`src/rtl/frequency_generation_stage_pkg.sv`:
```
// Shared widths, cell count, idle timeout and phase encoding for the Huffman
// frequency stage.
package frequency_generation_stage_pkg;

  localparam int DEF_SYMBOL_WIDTH = 5;
  localparam int DEF_FREQ_WIDTH   = 32;
  localparam int DEF_NUM_CELLS    = 16;
  localparam int DEF_IDLE_TIMEOUT = 8;

  typedef enum logic [1:0] {
    COLLECT,
    SORT,
    DONE
  } state_e;

endpackage

```
`src/rtl/frequency_generation_stage_freq_cell.sv`:
```
// One content-addressed {valid, symbol, freq} entry; the count saturates at all-ones.
// The sort load has priority over allocate, and allocate over increment.
module freq_cell #(
  parameter int SYMBOL_WIDTH = 5,
  parameter int FREQ_WIDTH   = 32
) (
  input  logic                    clk_i,
  input  logic                    rst_i,
  input  logic [SYMBOL_WIDTH-1:0] sym_i,
  input  logic                    inc_i,
  input  logic                    alloc_i,
  input  logic                    load_i,
  input  logic                    load_vld_i,
  input  logic [SYMBOL_WIDTH-1:0] load_sym_i,
  input  logic [FREQ_WIDTH-1:0]   load_freq_i,
  output logic                    vld_o,
  output logic [SYMBOL_WIDTH-1:0] sym_o,
  output logic [FREQ_WIDTH-1:0]   freq_o,
  output logic                    match_o
);

  logic                    vld_q, vld_d;
  logic [SYMBOL_WIDTH-1:0] sym_q, sym_d;
  logic [FREQ_WIDTH-1:0]   freq_q, freq_d;

  always_comb begin
    vld_d  = vld_q;
    sym_d  = sym_q;
    freq_d = freq_q;
    if (load_i) begin
      vld_d  = load_vld_i;
      sym_d  = load_sym_i;
      freq_d = load_freq_i;
    end else if (alloc_i) begin
      vld_d  = 1'b1;
      sym_d  = sym_i;
      freq_d = FREQ_WIDTH'(1);
    end else if (inc_i && (freq_q != {FREQ_WIDTH{1'b1}})) begin
      freq_d = freq_q + FREQ_WIDTH'(1);
    end
  end

  always_ff @(posedge clk_i or posedge rst_i) begin
    if (rst_i) begin
      vld_q  <= 1'b0;
      sym_q  <= '0;
      freq_q <= '0;
    end else begin
      vld_q  <= vld_d;
      sym_q  <= sym_d;
      freq_q <= freq_d;
    end
  end

  assign vld_o   = vld_q;
  assign sym_o   = sym_q;
  assign freq_o  = freq_q;
  assign match_o = vld_q && (sym_q == sym_i);

endmodule

```
`src/rtl/frequency_generation_stage.sv`:
```
// Counts symbol occurrences until the input idles, then odd-even transposition
// sorts the cells ascending by (valid first, freq, symbol) and holds the result.
module frequency_generation_stage
  import frequency_generation_stage_pkg::*;
#(
  parameter int SYMBOL_WIDTH = DEF_SYMBOL_WIDTH,
  parameter int FREQ_WIDTH   = DEF_FREQ_WIDTH,
  parameter int NUM_CELLS    = DEF_NUM_CELLS,
  parameter int IDLE_TIMEOUT = DEF_IDLE_TIMEOUT
) (
  input  logic                              clk,
  input  logic                              reset,
  input  logic [SYMBOL_WIDTH-1:0]           symbol_in,
  input  logic                              valid_in,
  output logic                              ready_in,
  output logic [NUM_CELLS*FREQ_WIDTH-1:0]   sorted_frequencies,
  output logic [NUM_CELLS*SYMBOL_WIDTH-1:0] sorted_symbols,
  output logic                              sorted_done
);

  localparam int IW = $clog2(IDLE_TIMEOUT + 1);
  localparam int PW = $clog2(NUM_CELLS + 1);

  state_e            state_q, state_d;
  logic [IW-1:0]     idle_q, idle_d;
  logic [PW-1:0]     pass_q, pass_d;
  logic              seen_q, seen_d;

  logic                    cell_vld  [NUM_CELLS];
  logic [SYMBOL_WIDTH-1:0] cell_sym  [NUM_CELLS];
  logic [FREQ_WIDTH-1:0]   cell_freq [NUM_CELLS];
  logic                    nxt_vld   [NUM_CELLS];
  logic [SYMBOL_WIDTH-1:0] nxt_sym   [NUM_CELLS];
  logic [FREQ_WIDTH-1:0]   nxt_freq  [NUM_CELLS];
  logic [NUM_CELLS-1:0]    match;
  logic [NUM_CELLS-1:0]    alloc_sel;
  logic                    accept;
  logic                    sorting;
  logic                    found;

  assign ready_in    = (state_q == COLLECT);
  assign sorted_done = (state_q == DONE);
  assign accept      = valid_in && ready_in;
  assign sorting     = (state_q == SORT);

  // True when a must move behind b: empties sink, then freq, then symbol.
  function automatic logic out_of_order(
    input logic                    va,
    input logic [SYMBOL_WIDTH-1:0] sa,
    input logic [FREQ_WIDTH-1:0]   fa,
    input logic                    vb,
    input logic [SYMBOL_WIDTH-1:0] sb,
    input logic [FREQ_WIDTH-1:0]   fb
  );
    if (!va || !vb) return !va && vb;
    if (fa != fb)   return fa > fb;
    return sa > sb;
  endfunction

  always_comb begin
    alloc_sel = '0;
    found     = 1'b0;
    for (int i = 0; i < NUM_CELLS; i++) begin
      if (!found && !cell_vld[i]) begin
        alloc_sel[i] = 1'b1;
        found        = 1'b1;
      end
    end
  end

  always_comb begin
    nxt_vld  = cell_vld;
    nxt_sym  = cell_sym;
    nxt_freq = cell_freq;
    for (int i = 0; i < NUM_CELLS - 1; i++) begin
      if ((i % 2) == int'(pass_q[0]) &&
          out_of_order(cell_vld[i], cell_sym[i], cell_freq[i],
                       cell_vld[i+1], cell_sym[i+1], cell_freq[i+1])) begin
        nxt_vld[i]    = cell_vld[i+1];
        nxt_sym[i]    = cell_sym[i+1];
        nxt_freq[i]   = cell_freq[i+1];
        nxt_vld[i+1]  = cell_vld[i];
        nxt_sym[i+1]  = cell_sym[i];
        nxt_freq[i+1] = cell_freq[i];
      end
    end
  end

  for (genvar g = 0; g < NUM_CELLS; g++) begin : g_cell
    freq_cell #(
      .SYMBOL_WIDTH(SYMBOL_WIDTH),
      .FREQ_WIDTH  (FREQ_WIDTH)
    ) u_cell (
      .clk_i      (clk),
      .rst_i      (reset),
      .sym_i      (symbol_in),
      .inc_i      (accept && match[g]),
      .alloc_i    (accept && !(|match) && alloc_sel[g]),
      .load_i     (sorting),
      .load_vld_i (nxt_vld[g]),
      .load_sym_i (nxt_sym[g]),
      .load_freq_i(nxt_freq[g]),
      .vld_o      (cell_vld[g]),
      .sym_o      (cell_sym[g]),
      .freq_o     (cell_freq[g]),
      .match_o    (match[g])
    );
    assign sorted_symbols[g*SYMBOL_WIDTH +: SYMBOL_WIDTH] = cell_sym[g];
    assign sorted_frequencies[g*FREQ_WIDTH +: FREQ_WIDTH] = cell_freq[g];
  end

  always_comb begin
    state_d = state_q;
    idle_d  = idle_q;
    pass_d  = pass_q;
    seen_d  = seen_q;
    unique case (state_q)
      COLLECT: begin
        if (accept) begin
          idle_d = '0;
          seen_d = 1'b1;
        end else if (seen_q) begin
          // The idle count only runs once something has been seen.
          idle_d = idle_q + IW'(1);
          if (idle_d == IW'(IDLE_TIMEOUT)) begin
            state_d = SORT;
            pass_d  = '0;
          end
        end
      end
      SORT: begin
        pass_d = pass_q + PW'(1);
        if (pass_q == PW'(NUM_CELLS - 1)) state_d = DONE;
      end
      DONE: ;
      default: state_d = COLLECT;
    endcase
  end

  always_ff @(posedge clk or posedge reset) begin
    if (reset) begin
      state_q <= COLLECT;
      idle_q  <= '0;
      pass_q  <= '0;
      seen_q  <= 1'b0;
    end else begin
      state_q <= state_d;
      idle_q  <= idle_d;
      pass_q  <= pass_d;
      seen_q  <= seen_d;
    end
  end

endmodule

```
`config.mk`:
```
export PLATFORM = sky130hd
export DESIGN_NAME = frequency_generation_stage
export DESIGN_NICKNAME = d
export VERILOG_FILES = /design/src/rtl/frequency_generation_stage_pkg.sv /design/src/rtl/frequency_generation_stage_freq_cell.sv /design/src/rtl/frequency_generation_stage.sv
export SDC_FILE = /design/constraint.sdc
export NUM_CORES = 2
export LEC_CHECK = 0
export ABC_AREA = 1
export CAP_MARGIN = 25
export CORE_MARGIN = 5
export CORE_UTILIZATION = 47
export CTS_CLUSTER_DIAMETER = 40
export CTS_CLUSTER_SIZE = 28
export DETAILED_ROUTE_END_ITERATION = 8
export GPL_TIMING_DRIVEN = 0
export PLACE_DENSITY = 0.77
export SYNTH_ARGS = -nofsm -noshare
export SYNTH_HDL_FRONTEND = slang
export SYNTH_SLANG_ARGS = --single-unit
```
`constraint.sdc`:
```
create_clock -name clk -period 54.1 [get_ports clk]
set_clock_uncertainty 0.15 [all_clocks]
set_input_delay 10.82 -clock clk [delete_from_list [all_inputs] [get_ports clk]]
set_output_delay 10.82 -clock clk [all_outputs]
set_load 0.01 [all_outputs]
```
==> results.md <==
* Fin crit share at 26.9%
* Wire length per cell at between 20 and 30 um
* Worst setup endpoint: g_cell[3].u_cell.freq_o[22]
* Post-synth EDFFs at 0
* CP Max Fanout at 10
* Area grow syn2layout at 21.5%
* FF-to-FF setup slack at roughly 49 ns
* Die height at between 300 and 400 um
* Pins Over Slew Limit at 0
* Clock Tree Root: clkbuf_16
* Mapped Area at between 60,000 and 70,000 um^2
* Routability congestion estimate at roughly 1.1
* I/O Pins at ~600
* Critical Path Source Type: primary input
* Async set-reset flop share out of synthesis at 100%
* Routed vias/inst at ~6.4
* Slew HR at 15.5%
* Post-Syn Instances at between 10,000 and 15,000
* F_max at a little under 70 MHz
* Total length of routed wires at 395,000 um
* Syn Area/Cell at about 6.1 um^2
* CTS clock-pin slew for the worst setup and hold paths at roughly 0.050 ns
* Post-synthesis register bit count at 620
* First-pass GRT wire length at roughly 560,000 um
* Critical R2R Launch: g_cell[11].u_cell.freq_o[25]
* Std-Cell Rows at about 140
* Count of unique library cells instantiated by Yosys at 56
* Skew-Pair Late Insertion Delay at 0.82 ns
* Final WS setup at between 30 and 40 ns
* # setup viols final at 0
* Initial antenna violation count at 24
* DR pass1 iterations at 9
* Max VDD drop at around 0.026 mV
* Seq/Total Area, Yosys at 23.1%
* Worst R2R Path Depth at 19
* Drt initial violations at roughly 14,000
* Setup TNS at 0 ns
* CTS Sinks at between 600 and 700
* Leading area contributor after synthesis: dfrtp_1
* Synth warn at 0
* R2r endpoint: g_cell[11].u_cell.freq_o[10]
* Post-detailed-route count of antenna-violating nets at 0
* Pleak at roughly 40 nW
* CP top delay family: simple AND/OR/NAND/NOR gates
* Yosys top cell area share at 23.1%
* CP dominant cell by count: nand2_1
* Crit path buffers/inverters at 5
* Critical path cell sequence: clkdlybuf4s50_1, inv_1, buf_2, nand2_1, o21ai_0, nor2_1, nand3_1, nand2_1, nor2_1, nand3_2, nor2_8, nand3_2, nand3_1, nand2_1, inv_2, buf_2, nand2_1, nand2_1
* Total track usage at slightly below 50%
* Status: finished, violations left
* RSZ-0062 raised after global routing: no
* WHS at about 0.34 ns
* H-Tree Depth at 4
* Failing checks: DRC
* Nets@finish at ~12,000
* Setup Buffers After CTS at 0
* Routed vias at roughly 88,000
* Pwr Density at between 15 and 20 nW/um^2
* Post-DP HPWL at between 300,000 and 400,000 um
* WS Path Type: primary input to register
* Least-Margin Pin Slew at around 1.3 ns
* Prevailing post-synth register cell: dfrtp_1
* Vias in the first global route at a little over 80,000
* Synth Net Count at ~12,000
* Max stage delay on crit path at ~0.61 ns
* Post-layout min period at about 15 ns
* Core ar. at between 100,000 and 150,000 um^2
* Slowest CP cell: clkdlybuf4s50_1
* Hold path cells at 2
* Worst hold-check path type: register to register
* Area contributors post-synth: dfrtp_1 (23%), nand2_1 (22%), nand3_1 (12%)
* CP startpoint: symbol_in[0]
* Share of cells above drive strength 1 at about 4%
* I/O Buffers at 599
* Final number of hold-violating endpoints at 0
* Starting density of the core at between 40 and 50%
* Resized Gates After CTS at 0
* Critical path depth at 18
* # fillers at 14,100
* Longest Clk Path Bufs at 3
* Max cap viols at 0
* DRC at 15
* TritonCTS buffer count at about 150
* Crit path DAT at 15.14 ns
* Die X at ~390 um
* Worst Path Required at ~55 ns
* Hold_buf cts at 0
* GRT overflow at 0
* Largest net degree at the start of global routing at ~120
* Dpl ws at between 30 and 40 ns
* DIE AREA at around 150,000 um^2
* CTS tree: done
* CP endpoint kind: register
[where the power goes]
part,total (mW),leakage [nW],switching (mW),internal (mW)
clock,0.980,2.54,0.341,0.639
sequential,0.465,8.21,0,0.465
combinational,0.0224,29.2,0.0183,0.00405
[Yosys cell counts, types with 5 or more instances]
library cell / n
o21ai_0: 208
nand2_2: 18
nand3b_1: 31
a21o_1: 15
nor2_2: 6
o22ai_1: 26
nand2_1: 3933
ha_1: 574
o21a_1: 18
nor2_1: 781
nand4_1: 521
o21ai_1: 13
xor2_1: 413
dfrtp_1: 620
inv_1: 891
inv_2: 19
nor3b_1: 12
clkbuf_1: 504
buf_4: 30
nor4_1: 95
and3_1: 5
a21oi_1: 265
buf_1: 59
nor3_1: 225
buf_2: 67
nand3_1: 1652
[sequential cells by signal (all words and copies together), names as in the netlist]
signal                count
idle_q                    4
g_cell.u_cell.vld_o      16
g_cell.u_cell.freq_o    512
g_cell.u_cell.sym_o      80
pass_q                    5
state_q                   2
seen_q                    1
[cell usage in the layout, fill, tap and decap left out, drive strengths merged, types with 4 or more instances in the layout]
cell,instances
nor3b,12
nand2,3954
buf,201
nor4,95
nor3,226
inv,928
nand3b,31
clkinvlp,24
o22ai,26
diode,14
o21ai,221
clkdlybuf4s50,599
a21boi,4
o21a,18
a21o,15
nand4,523
clkbuf,690
ha,574
a21oi,265
clkinv,32
dfrtp,620
o211ai,6
bufinv,21
xor2,413
nand3,1658
o21bai,4
nor2,789
and3,5
[tightest hold or removal path, stage by stage, from the launching register on]
cell and delay, ns:
dfrtp_1 0.32, inv_1 0.05, nand2_1 0.08
[final cells by class]
type | count | area (um^2) | area share, %
Multi-Input combinational cell | 8858 | 45500 | 55.8
Sequential cell | 620 | 15500 | 19.0
Timing Repair Buffer | 642 | 6730 | 8.24
Clock buffer | 185 | 4080 | 4.99
Inverter | 915 | 3440 | 4.22
Buffer | 663 | 2720 | 3.32
Tap cell | 1890 | 2360 | 2.90
Clock inverter | 90 | 1250 | 1.53
Antenna cell | 14 | 35.0 | 0.0429
[layer usage]
| layer | up-vias | GRT usage (%) | wire (um) |
|---|---|---|---|
| met5 | - | 0 | 208 |
| met4 | 22 | 33.8 | 34800 |
| met3 | 1928 | 20.1 | 62700 |
| met2 | 7311 | 69.6 | 154000 |
| met1 | 40800 | 62.4 | 143000 |
| li1 | 38100 | - | - |
[through the flow]
| stage | cell area [um^2] | power (mW) | cells | utilization, % |
|---|---|---|---|---|
| floorplan | 67200 | 0.486 | 11100 | - |
| global placement | 75600 | 0.493 | 13500 | 53.3 |
| detailed placement | 76200 | 0.494 | 13600 | 53.7 |
| CTS | 81500 | 1.46 | 13900 | 57.5 |
| global route | 81600 | 1.49 | 13900 | 57.6 |
| finish | 81700 | 1.47 | 13900 | 57.6 |
[logic make-up (layout without fill, tap and decap cells)]
family	after synthesis	after routing	share of synthesized area, %
compound gates	570	570	4.55
xor+xnor	416	416	5.42
simple gates	7298	7298	47.1
other cells	0	14	0
flops	620	620	23.1
buf+inv	1578	2495	9.14
fa+ha+maj	574	574	10.7
[how the worst min path moves through the flow]
stage | startpoint | to | slack (ns)
2_1_floorplan | seen_q | seen_q | 0.29
3_3_place_gp | seen_q | seen_q | 0.31
3_5_place_dp | seen_q | seen_q | 0.32
4_1_cts | seen_q | seen_q | 0.33
5_1_grt | seen_q | seen_q | 0.37
6_report | seen_q | seen_q | 0.34
Power figures use the tool's default switching activity.
